## config.mk

```make
export PLATFORM = sky130hd
export DESIGN_NAME = if_stage_unit
export DESIGN_NICKNAME = d
export VERILOG_FILES = /design/src/rtl/if_stage_unit_pkg.sv /design/src/rtl/if_stage_unit_sat_counter.sv /design/src/rtl/if_stage_unit.sv
export SDC_FILE = /design/constraint.sdc
export NUM_CORES = 1
export LEC_CHECK = 0
export ABC_CLOCK_PERIOD_IN_PS = 12600
export CAP_MARGIN = 20
export CORE_MARGIN = 2
export CORE_UTILIZATION = 50
export CTS_CLUSTER_SIZE = 25
export DETAILED_ROUTE_END_ITERATION = 10
export PLACE_DENSITY = 0.82
export RECOVER_POWER = 50
export SLEW_MARGIN = 20
export SYNTH_ARGS = -nofsm -noshare
export SYNTH_HDL_FRONTEND = slang
export SYNTH_SLANG_ARGS = --single-unit
export TNS_END_PERCENT = 10
```

## constraint.sdc

```tcl
create_clock -name clk -period 12.6 [get_ports clk]
set_clock_uncertainty 0.15 [all_clocks]
set_input_delay 3.78 -clock clk [delete_from_list [all_inputs] [get_ports clk]]
set_output_delay 3.78 -clock clk [all_outputs]
set_load 0.1 [all_outputs]
```

## src/rtl/if_stage_unit_pkg.sv

```systemverilog
// Shared pipeline definitions for the IF and ID stages.
// Holds the NOP encoding and the IF/ID bundle layout.
package if_stage_unit_pkg;

    localparam int DEF_ADDR_W = 32;
    localparam logic [31:0] NOP_INSTR = 32'h0000_0000;

    typedef struct packed {
        logic [DEF_ADDR_W-1:0] pc_plus4;
        logic [31:0]           instruction;
        logic                  valid;
    } if_id_t;

endpackage

```

## src/rtl/if_stage_unit_sat_counter.sv

```systemverilog
// Unsigned event counter that sticks at all ones.
// Cleared only by the asynchronous reset.
module sat_counter #(
    parameter int W = 16
) (
    input  logic         clk,
    input  logic         rst,
    input  logic         inc,
    output logic [W-1:0] count
);

    always_ff @(posedge clk or posedge rst) begin
        if (rst) begin
            count <= '0;
        end else if (inc && (count != {W{1'b1}})) begin
            count <= count + W'(1);
        end
    end

endmodule

```

## src/rtl/if_stage_unit.sv

```systemverilog
// Instruction fetch stage with the IF/ID pipeline register.
// Freeze beats branch flush, which beats sequential fetch.
module if_stage_unit
    import if_stage_unit_pkg::*;
#(
    parameter int                ADDR_W   = DEF_ADDR_W,
    parameter logic [ADDR_W-1:0] PC_RESET = '0,
    parameter int                CNT_W    = 16
) (
    input  logic              clk,
    input  logic              rst,
    input  logic              freeze,
    input  logic              branch_taken,
    input  logic [ADDR_W-1:0] branch_address,
    output logic [ADDR_W-1:0] imem_addr,
    input  logic [31:0]       imem_data,
    output logic [ADDR_W-1:0] id_pc_plus4,
    output logic [31:0]       id_instruction,
    output logic              id_valid,
    output logic [CNT_W-1:0]  stall_count,
    output logic [CNT_W-1:0]  flush_count
);

    logic [ADDR_W-1:0] pc;
    logic [ADDR_W-1:0] pc_plus4;
    logic [ADDR_W-1:0] target;
    logic              flush;

    assign pc_plus4  = pc + ADDR_W'(4);
    assign target    = {branch_address[ADDR_W-1:2], 2'b00};
    assign flush     = !freeze && branch_taken;
    assign imem_addr = pc;

    // A branch seen during a stall is dropped: ID operands are stale.
    always_ff @(posedge clk or posedge rst) begin
        if (rst) begin
            pc             <= PC_RESET;
            id_pc_plus4    <= '0;
            id_instruction <= NOP_INSTR;
            id_valid       <= 1'b0;
        end else if (freeze) begin
            pc             <= pc;
        end else if (branch_taken) begin
            pc             <= target;
            id_pc_plus4    <= '0;
            id_instruction <= NOP_INSTR;
            id_valid       <= 1'b0;
        end else begin
            pc             <= pc_plus4;
            id_pc_plus4    <= pc_plus4;
            id_instruction <= imem_data;
            id_valid       <= 1'b1;
        end
    end

    sat_counter #(.W(CNT_W)) u_stall_cnt (
        .clk   (clk),
        .rst   (rst),
        .inc   (freeze),
        .count (stall_count)
    );

    sat_counter #(.W(CNT_W)) u_flush_cnt (
        .clk   (clk),
        .rst   (rst),
        .inc   (flush),
        .count (flush_count)
    );

endmodule

```

==> impl_metrics.ini, run 1 <==
[timing]
fin_crit_ns = 7.49
rsz0062_at_grt = false
finalSetupTns_ns = 0
max_slew_margin = -0.980
fin_crit_sh = 0.594
hold_viol_final = 0
holdWs_ns = 0.333
final_max_slew_viol_count = 195
max_freq_mhz = 134
setup_viol_count_final = 0
tightest_slew_ns = 2.95

[route]
wl_per_cell_um = 17.6
route.detailed.drc = 14
drtIter0Drc = 434
finalWirelength_mm = 16.2
routed_via_density = 5.85
first_pass_iters = 9
ant_nets = 0
num_vias = 5380

[power_and_ir_drop]
p_leak_nw = 3.54
power_density_nw_per_um2 = 198
ir_worst_vdd_mv = 0.243
p_total_mw = 1.68

[synthesis]
synth_edf_count = 0
yosys.area.top_type_share = 0.528
synth_common_cells = 126 x dfrtp_1, 53 x nand2_1, 46 x nand3_1, 40 x a22o_1, 40 x o21ai_0
synth_seq_cells = 126
syn-cell-area_um2 = 5970
yosys_warnings = 0
syn-instance-count = 586
ys.flop_type = dfrtp_1
synth_cell_type_count = 51
syn_avg_cell_area_um2 = 10.2
yosysMostFrequentCell = dfrtp_1
synth_area_leaders = dfrtp_1 53%, a22o_1 5.9%, xnor2_1 4.1%
yosysSeqAreaShare = 0.528
async_flop_share = 1.00
yosysTopAreaCell = dfrtp_1

[clock_tree]
ctsHoldBuffers = 0
ctsLongestPathBuffers = 2
cts_root_buffer = clkbuf_16
clkSinkCount = 126
cts_tree = done
cts_setup_buffers = 0
clock_latency_ns = 0.41
numCtsBuffers = 17
post_cts_resized = 0
htreeDepth = 4
path_clk_slew_ns = 0.05

[cells_and_area]
fill_cells = 830
postLayoutCoreUtil = 0.738
fin_nets = 835
areaGrowthSynthToFinish_pct = 42.5
diodes = 0
drive_above_1_share = 0.0580

[placed_design]
place_congestion = 0.845
port_buffers = 192
post-dp-hpwl_mm = 11.0

[grt]
grt_pass1_vias = 5429
grt_max_degree = 120
grt_usage = 0.265
grt_pass1_wl_mm = 27.0
antenna_found_initial = 0
grt-ovfl-total = 0

[floorplanning]
dieArea_um2 = 12800
fp.dieW_um = 113
core_um2 = 11500
die_h_um = 113
num_rows = 39
initial_utilization = 0.518
io-pin-count = 197

[critical_path]
crit_start = branch_taken
cp-start-kind = input pin
crit_path_end = imem_addr[26]$_DFFE_PP0N_
worstSetupEndpointType = flop
critPathKind = input pin to flop
required_ns = 12.74
worst-r2r-cell-count = 6
reg2reg_to = id_pc_plus4[26]$_DFFE_PP0N_
arrival_ns = 7.63
r2r_start = imem_addr[2]$_DFFE_PP0N_
r2r_slack_ns = 10.03
cp_max_fo = 45

[run_status]
outcome = finished with violations
violations = DRC, capacitance limit, slew limit

[hold_path]
min_path_type = flop to flop

[job]
max_cap_violations = 4
==> worst min-delay path by stage <==
stage	slack, ns	cells past startpoint	end	start
floorplan	0.83	2	id_valid$_DFFE_PP0N_	id_valid$_DFFE_PP0N_
global placement	0.31	2	id_pc_plus4[16]$_DFFE_PP0N_	id_pc_plus4[16]$_DFFE_PP0N_
detailed placement	0.32	2	id_pc_plus4[9]$_DFFE_PP0N_	id_pc_plus4[9]$_DFFE_PP0N_
CTS	0.34	2	id_pc_plus4[9]$_DFFE_PP0N_	id_pc_plus4[9]$_DFFE_PP0N_
global route	0.34	2	id_pc_plus4[23]$_DFFE_PP0N_	id_pc_plus4[23]$_DFFE_PP0N_
finish	0.33	2	id_pc_plus4[15]$_DFFE_PP0N_	id_pc_plus4[15]$_DFFE_PP0N_
==> area by class of cell <==
class | count | area, um^2 | share of cell area
well taps | 143 | 179 | 0.0210
multi-input cells | 410 | 2580 | 0.304
repair buffers | 195 | 1940 | 0.228
clock buffers | 25 | 515 | 0.0606
flip-flops and latches | 126 | 3150 | 0.371
inverters | 14 | 53.8 | 0.00633
clock inverters | 6 | 80.1 | 0.00942
==> cells in the final DEF, fill, tap and decap left out, types with 19 or more instances in the layout <==
master           count
nor2_1              35
nand3_1             46
a21oi_1             19
clkdlybuf4s50_1    189
nand2_1             53
o21ai_0             40
a22o_1              40
dfrtp_1            126
xnor2_1             28
==> registers in the layout, indices dropped and copies added (netlist names) <==
register / count
imem_addr: 30
id_instruction: 32
id_pc_plus4: 31
id_valid: 1
u_flush_cnt.count: 16
u_stall_cnt.count: 16
==> logic make-up (layout without fill, tap and decap cells) <==
logic type                 Yosys count  in the layout  synth area share
DFF                                126            126             0.528
AOI/OAI and AO/OA                  145            145             0.168
adders and majority gates            3              3           0.00629
and+or+nand+nor                    210            210             0.182
muxes                                6              6            0.0109
other                                1              2          0.000628
xor gates and xnor gates            44             44            0.0646
buffers and inverters               51            240            0.0402
==> per-layer routing <==
metal	track usage	routed length (um)
met2	0.435	7910
met1	0.333	6630
met5	0	0
met4	0.0927	333
met3	0.0841	1330
==> worst max-delay path, stage by stage <==
cell           delay, ns
dlygate4sd3_1       0.52
clkbuf_1            1.35
or2_0               1.43
nor3_1              0.13
a311o_1             0.38
==> where the power goes <==
group	internal [mW]	switching, mW
clock	0.320	0.164
combinational	0.161	0.505
sequential	0.459	0.0746
total	0.941	0.744
==> metrics by stage <==
| stage | setup WS (ns) | cells | cell area (um^2) |
|---|---|---|---|
| final | 5.11 | 919 | 8500 |
| after global routing | 4.73 | 919 | 8500 |
| after CTS | 6.39 | 919 | 8510 |
| after detailed placement | 5.96 | 888 | 7910 |
| after global placement | 6.03 | 888 | 7910 |
| after floorplan | 5.31 | 587 | 5970 |
Note: power is estimated with default switching activity, not from simulation.
==> run 2, diff against run 1 <==
Settings changed: ABC_CLOCK_PERIOD_IN_PS 12600 to 7750, CORE_UTILIZATION 50 to 46, PLACE_DENSITY 0.82 to 0.76.
Clock period 12.6 ns to 7.75 ns, I/O delays scaled along.
==> run 2 against run 1 <==
Critical endpoint is now u_stall_cnt.count[8]$_DFFE_PP0P_. Critical path depth is 1 higher. The flow finishes with violations (capacitance limit, slew limit). Non-clock buffer count is 1 lower. Register-to-register slack worse by 4.8 ns. Worst setup slack worse by 3.1 ns. Count of clock-buffer cells in the layout is 1 lower.
==> impl_metrics.ini, run 2 (same netlist as run 1, synthesis figures left out) <==
[critical_path]
slowest_stage = clkbuf_1
cp-start-kind = input pin
worst-r2r-cell-count = 6
arrival_ns = 5.86
slowest_delay_ns = 1.90
worstSetupEndpointType = flop
required_ns = 7.89
worstPathCellList = clkbuf_1, nand4_1, or2_2, a31oi_1, nand4_1, xnor2_1
cp_max_fo = 67
cpMostUsedCell = nand4_1
critPathKind = input pin to flop

[route]
drtIter0Drc = 418
num_vias = 5237
finalWirelength_mm = 15.5
first_pass_iters = 5
wl_per_cell_um = 16.5
ant_nets = 0
route.detailed.drc = 0
routed_via_density = 5.56

[cells_and_area]
postLayoutCoreUtil = 0.669
fin_nets = 834
diodes = 0
largest-register = id_instruction
layout_commonest_cell = clkdlybuf4s50_1
fill_cells = 1023
largest_reg_flops = 32
final_cells = 942
drive_above_1_share = 0.0545
final_cell_mix = 189 x clkdlybuf4s50_1, 126 x dfrtp_1, 53 x nand2_1
areaGrowthSynthToFinish_pct = 41.6

[power_and_ir_drop]
ir_worst_vdd_mv = 0.319
power_density_nw_per_um2 = 313
p_leak_nw = 3.49

[grt]
grt-ovfl-total = 0
grt_pass1_vias = 5034
grt_max_degree = 85
grt_usage = 0.231
grt_pass1_wl_mm = 25.7
antenna_found_initial = 0

[floorplanning]
io-pin-count = 197
dieArea_um2 = 13900
fp.dieW_um = 118
initial_utilization = 0.473
die_h_um = 118
core_um2 = 12600
num_rows = 41

[placed_design]
post-dp-hpwl_mm = 10.7
port_buffers = 192
placed_cells = 916
place_congestion = 0.829
dp_slack_ns = 2.73

[hold_path]
min_path_cells = 2
min_path_type = flop to flop

[clock_tree]
numCtsBuffers = 17
cts_root_buffer = clkbuf_16
post_cts_resized = 0
cts_tree = done
ctsLongestPathBuffers = 2
clock_latency_ns = 0.41
clkSinkCount = 126
cts_setup_buffers = 0
ctsHoldBuffers = 0
path_clk_slew_ns = 0.05
htreeDepth = 4

[timing]
max_freq_mhz = 175
final_max_slew_viol_count = 153
max_slew_margin = -1.43
hold_viol_final = 0
rsz0062_at_grt = false
holdWs_ns = 0.330
finalWorstSetupSlack_ns = 2.03
setup_viol_count_final = 0
tightest_slew_ns = 3.63
finalSetupTns_ns = 0
fin_crit_sh = 0.738
fin_crit_ns = 5.72

[job]
max_cap_violations = 2

[run_status]
outcome = finished with violations
violations = capacitance limit, slew limit
==> run 2: cell count changes in the layout (fill, tap and decap cells not counted) <==
| cell | change |
|---|---|
| nor2_4 | +1 |
| buf_6 | -1 |
| dlygate4sd3_1 | -1 |
| bufinv_16 | -2 |
| buf_4 | +1 |
| nor2_2 | -1 |
| clkbuf_1 | -1 |
| or2_2 | +1 |
| clkinv_2 | -2 |
| buf_2 | +1 |
| or2_0 | -1 |
| clkbuf_8 | -1 |
==> run 2: final timing paths <==
check                                           start                               end  slack [ns]
setup / recovery                               freeze  u_stall_cnt.count[8]$_DFFE_PP0P_        2.03
hold / removal             id_pc_plus4[6]$_DFFE_PP0N_        id_pc_plus4[6]$_DFFE_PP0N_        0.33
setup reg to reg             imem_addr[2]$_DFFE_PP0N_       id_pc_plus4[30]$_DFFE_PP0N_        5.20
hold reg to reg            id_pc_plus4[6]$_DFFE_PP0N_        id_pc_plus4[6]$_DFFE_PP0N_        0.33
max in group asynchronous                         rst  u_stall_cnt.count[8]$_DFFE_PP0P_        2.39
min in group asynchronous                         rst    id_instruction[22]$_DFFE_PP0N_        3.30
==> run 2: report_power, final <==
part           total (mW)  leakage, nW  switching, mW  internal, mW
clock network       0.699        0.256          0.261         0.438
logic                1.08         1.63          0.817         0.261
registers           0.865         1.61          0.118         0.747
==> run 2: layer usage <==
layer	vias to the layer above	GRT usage	wire (um)
met5	-	0	0
met4	0	0.0889	212
met3	15	0.0790	1320
met2	218	0.352	7180
met1	2527	0.304	6820
li1	2477	-	-
==> run 2: layout make-up <==
class                           instances  area, um^2  area share
Clock buffer                           24         502      0.0594
Multi-Input combinational cell        410        2590       0.306
Inverter                               14        53.8     0.00637
Clock inverter                          2        10.0     0.00118
Sequential cell                       126        3150       0.373
Tap cell                              172         215      0.0255
Timing Repair Buffer                  194        1930       0.228
==> run 2: critical path: cells and delay by family <==
family,cells,cell delay [ns]
buffers and inverters,1,1.90
and+or+nand+nor,3,1.15
AOI/OAI and AO/OA,1,0.33
xor gates and xnor gates,1,0.15
==> run 2: stage by stage <==
| stage | cell area (um^2) | total power, mW |
|---|---|---|
| 6_report | 8450 | 2.64 |
| 5_1_grt | 8450 | 2.74 |
| 4_1_cts | 8450 | 2.66 |
| 3_5_place_dp | 7940 | 1.95 |
| 3_3_place_gp | 7940 | 1.94 |
| 2_1_floorplan | 5970 | 1.67 |
